--- config.mk ---
export PLATFORM = sky130hd
export DESIGN_NAME = sync_reset_reg_pipe
export DESIGN_NICKNAME = d
export VERILOG_FILES = /design/src/rtl/sync_reset_reg_pipe.sv
export SDC_FILE = /design/constraint.sdc
export NUM_CORES = 1
export LEC_CHECK = 0
export ABC_AREA = 1
export ABC_CLOCK_PERIOD_IN_PS = 2300
export BUFFER_PORTS_ARGS = -buffer_cell sky130_fd_sc_hd__buf_2
export CAP_MARGIN = 20
export CORE_MARGIN = 2
export CORE_UTILIZATION = 57
export CTS_BUF_LIST = sky130_fd_sc_hd__clkbuf_4 sky130_fd_sc_hd__clkbuf_8
export DETAILED_ROUTE_END_ITERATION = 12
export PLACE_DENSITY = 0.85
export SYNTH_ARGS = -nofsm -noshare
export SYNTH_HDL_FRONTEND = slang
export SYNTH_SLANG_ARGS = --single-unit
--- constraint.sdc ---
create_clock -name clk_i -period 2.3 [get_ports clk_i]
set_input_delay 0.23 -clock clk_i [delete_from_list [all_inputs] [get_ports clk_i]]
set_output_delay 0.23 -clock clk_i [all_outputs]
set_load 0.03 [all_outputs]
--- src/rtl/sync_reset_reg_pipe.sv ---
// Maskable register vector with a DEPTH-stage write pipeline, synchronous reset and soft clear.
// Optional per-lane even parity on q is enabled by defining SYNC_RESET_REG_PIPE_PARITY_EN.
module sync_reset_reg_pipe #(
  parameter int               WIDTH       = 32,
  parameter int               LANE        = 8,
  parameter int               DEPTH       = 2,
  parameter logic [WIDTH-1:0] RESET_VALUE = '0
) (
  input  logic                    clk_i,
  input  logic                    rst_i,
  input  logic                    en_i,
  input  logic [WIDTH-1:0]        d_i,
  input  logic [WIDTH/LANE-1:0]   mask_i,
  input  logic                    clr_i,
`ifdef SYNC_RESET_REG_PIPE_PARITY_EN
  input  logic                    par_inj_i,
  output logic [WIDTH/LANE-1:0]   q_par_o,
`endif
  output logic [WIDTH-1:0]        q_o,
  output logic                    q_upd_o,
  output logic                    busy_o
);

  localparam int NL   = WIDTH / LANE;
  localparam int LAST = DEPTH - 1;

  logic                clear_s;
  logic [DEPTH-1:0]    vld_q;
  logic [DEPTH-1:0]    vld_d;
  logic [WIDTH-1:0]    dat_q [DEPTH];
  logic [NL-1:0]       msk_q [DEPTH];
  logic [WIDTH-1:0]    q_q;
  logic [WIDTH-1:0]    q_d;
  logic                q_upd_q;
  logic                q_upd_d;

  assign clear_s = rst_i | clr_i;

  // Valid chain: stage 0 takes a write only if at least one lane is enabled.
  always_comb begin
    vld_d    = '0;
    vld_d[0] = en_i & (|mask_i);
    for (int s = 1; s < DEPTH; s++) begin
      vld_d[s] = vld_q[s-1];
    end
  end

  // Payload stages shift unconditionally; they are only consumed when their valid bit is set.
  always_ff @(posedge clk_i) begin
    dat_q[0] <= d_i;
    msk_q[0] <= mask_i;
    for (int s = 1; s < DEPTH; s++) begin
      dat_q[s] <= dat_q[s-1];
      msk_q[s] <= msk_q[s-1];
    end
  end

  // Commit: enabled lanes of the last stage replace q, other lanes hold.
  always_comb begin
    q_d     = q_q;
    q_upd_d = vld_q[LAST];
    for (int i = 0; i < NL; i++) begin
      if (vld_q[LAST] && msk_q[LAST][i]) begin
        q_d[i*LANE +: LANE] = dat_q[LAST][i*LANE +: LANE];
      end else begin
        q_d[i*LANE +: LANE] = q_q[i*LANE +: LANE];
      end
    end
  end

  // Architectural state; reset and clear win over any commit or new write.
  always_ff @(posedge clk_i) begin
    if (clear_s) begin
      vld_q   <= '0;
      q_q     <= RESET_VALUE;
      q_upd_q <= 1'b0;
    end else begin
      vld_q   <= vld_d;
      q_q     <= q_d;
      q_upd_q <= q_upd_d;
    end
  end

  assign q_o     = q_q;
  assign q_upd_o = q_upd_q;
  assign busy_o  = |vld_q;

`ifdef SYNC_RESET_REG_PIPE_PARITY_EN
  function automatic logic [NL-1:0] lane_parity(input logic [WIDTH-1:0] v);
    logic [NL-1:0] p;
    p = '0;
    for (int i = 0; i < NL; i++) begin
      p[i] = ^v[i*LANE +: LANE];
    end
    return p;
  endfunction

  logic [NL-1:0] par_q;
  logic [NL-1:0] par_d;
  logic [NL-1:0] dat_par_s;

  assign dat_par_s = lane_parity(dat_q[LAST]);

  // Written lanes take the parity of the committing data (optionally corrupted); others hold.
  always_comb begin
    par_d = par_q;
    for (int i = 0; i < NL; i++) begin
      if (vld_q[LAST] && msk_q[LAST][i]) begin
        par_d[i] = dat_par_s[i] ^ par_inj_i;
      end else begin
        par_d[i] = par_q[i];
      end
    end
  end

  // Parity register updates on the same edge as q.
  always_ff @(posedge clk_i) begin
    if (clear_s) begin
      par_q <= lane_parity(RESET_VALUE);
    end else begin
      par_q <= par_d;
    end
  end

  assign q_par_o = par_q;
`endif

endmodule

==> flow_summary.toml <==
[run_status]
outcome = "finished, final reports clean"

[layout]
multi_input_area_um2 = 532
n_antenna_cell = 0
seq_area_um2 = 2140
final_net_count = 448
nFillCells = 284
drive_gt1_share_pct = 22.0
area_delta_synth_final_pct = 33.3

[routing]
drt-pass1-iter-count = 4
finalWirelength_mm = 5.79
first_iter_violations = 85
avgRoutedWirePerCell_um = 12.1
drc = 0
vias = 2049
avgViaCountPerCell = 4.27
ant_nets = 0

[die]
initial_core_util_pct = 60.0
die_h_um = 75.0
dieArea_um2 = 5620
top_level_ports = 74
die_w_um = 75.0
rows = 25
core_area_um2 = 4790

[clocking]
numCtsBuffers = 9
cts_setup_buffers = 0
clock-sinks = 107
cts_tree = "yes"
cts_hold_buf = 36
cts_resized = 0
clock_latency_ns = 0.37
path_clk_slew_ns = 0.10
clk_path_buf_depth = 2
cts_max_level = 3
cts-root-buf = "clkbuf_8"

[setup_path]
critPathMaxStageDelay_ns = 0.40
worstPathArrival_ns = 1.09
critPathLaunchType = "flip-flop"
critPathRequiredTime_ns = 2.07
critPathCaptureType = "primary output"
crit_chain = "inv_1 -> nand2_1 -> buf_2"
crit_path_max_fanout = 5
cp_slowest_cell = "dfxtp_1"
critPathKind = "reg -> out"

[placement]
post-place-ws_ns = 1.17
gp_congestion = 0.707
dpl.hpwl_mm = 3.05
io_buffers = 73

[logic_synthesis]
yosys_warnings = 0
syn_area_per_cell_um2 = 9.77
yosysSeqAreaShare_pct = 74.6
syn_nets = 334
ys_seq_elements = 107
synthCells = 294
syn_area_um2 = 2870
synth.distinct_cells = 6

[sta]
rsz0062_at_grt = "no"
maxSlewViolCount = 0
post-route-period-util_pct = 57.3
relSlewSlack_pct = 65.2
whs_ns = 0.0989
clock_skew_ns = 0.0113
hold_violations = 0
max_freq_mhz = 759
tns_ns = 0
setup_viol = 0
fin_ws_ns = 0.983
fin_crit_ns = 1.32
worst_pin_slew_ns = 0.521

[pwr]
p_sw_uw = 675
pwr-share-seq_pct = 61.3
ir_drop_mv = 0.612
total_leakage_power_nw = 2.00
powerDensity_nw_per_um2 = 827
combPwrFrac_pct = 3.9
p_clk_share_pct = 34.9
intPower_mw = 2.49
swShare_pct = 21.3

[global_routing]
overflow = 0
grt_pass1_wl_mm = 8.85
first_global_vias = 2028
antenna_found_initial = 0
grt_usage_pct = 22.3
grt_max_degree = 35

[run]
drv_cap = 0

[hold_path]
hold_path.class = "in -> reg"
## layout make-up
cell class              instances  share of cell area, %
clock buffers                   9                   3.23
clock inverters                 7                   1.80
inverters                      39                   3.82
multi-input cells             141                   13.9
flip-flops and latches        107                   55.9
well taps                      67                   2.19
repair buffers                110                   19.1
## routing by layer
| layer | routed length [um] | track usage (%) | vias to the layer above |
|---|---|---|---|
| li1 | - | - | 1068 |
| met1 | 2340 | 24.1 | 904 |
| met2 | 3020 | 39.4 | 66 |
| met3 | 300 | 6.83 | 11 |
| met4 | 126 | 11.1 | 0 |
| met5 | 0 | 0 | - |
## final timing paths
| check | from | end | slack (ns) | cells past startpoint |
|---|---|---|---|---|
| min | en_i | vld_q[0]$_SDFF_PP0_ | 0.1 | 3 |
| max | vld_q[1]$_SDFF_PP0_ | busy_o | 0.98 | 3 |
| max reg2reg | vld_q[1]$_SDFF_PP0_ | q_o[21]$_SDFFE_PP0P_ | 1.04 | 4 |
| min reg2reg | dat_q[0][13]$_DFF_P_ | dat_q[0][45]$_DFF_P_ | 0.33 | 0 |
## state kept, by name, indices dropped and copies added (netlist names)
| name | count |
|---|---|
| q_o | 32 |
| msk_q | 8 |
| vld_q | 2 |
| dat_q | 64 |
| q_upd_o | 1 |
## layout by cell type, fill, tap and decap left out, drive strengths merged
| master | count |
|---|---|
| nor2 | 69 |
| inv | 39 |
| nand2 | 72 |
| clkbuf | 9 |
| bufinv | 1 |
| clkinvlp | 2 |
| dlygate4sd3 | 36 |
| dfxtp | 107 |
| buf | 74 |
| clkinv | 4 |
## cell families (layout without fill, tap and decap cells)
kind of cell / count (synthesis) / after routing / share of synthesized area, %
buffers and inverters: 46 / 165 / 6.93
AND/OR/NAND/NOR: 141 / 141 / 18.5
flip-flops: 107 / 107 / 74.6
## critical path, delay by kind of cell (launching register included)
kind          cells  cell delay [ns]
buf+inv           2             0.26
flops             1             0.40
simple gates      1             0.05
## power groups by stage
stage	clock, mW	combinational (mW)	sequential (mW)
2_1_floorplan	0	0.0259	1.98
3_3_place_gp	0	0.0678	1.98
3_5_place_dp	0	0.0701	1.98
4_1_cts	1.11	0.117	1.94
5_1_grt	1.19	0.133	1.95
6_report	1.10	0.123	1.94
## cells in the mapped netlist, drive strengths merged
library cell | n | area, um^2
buf | 7 | 52.6
dfxtp | 107 | 2140
inv | 39 | 146
nand2 | 72 | 270
nor2 | 69 | 262
## per-stage QoR
stage | util (%) | cells | power, mW | instance area (um^2)
floorplan | - | 294 | 2.01 | 2870
global placement | 68.5 | 428 | 2.05 | 3280
detailed placement | 68.5 | 428 | 2.05 | 3280
CTS | 80.0 | 480 | 3.17 | 3830
global route | 80.0 | 480 | 3.27 | 3830
finish | 80.0 | 480 | 3.17 | 3830
(Power assumes the default switching activity.)
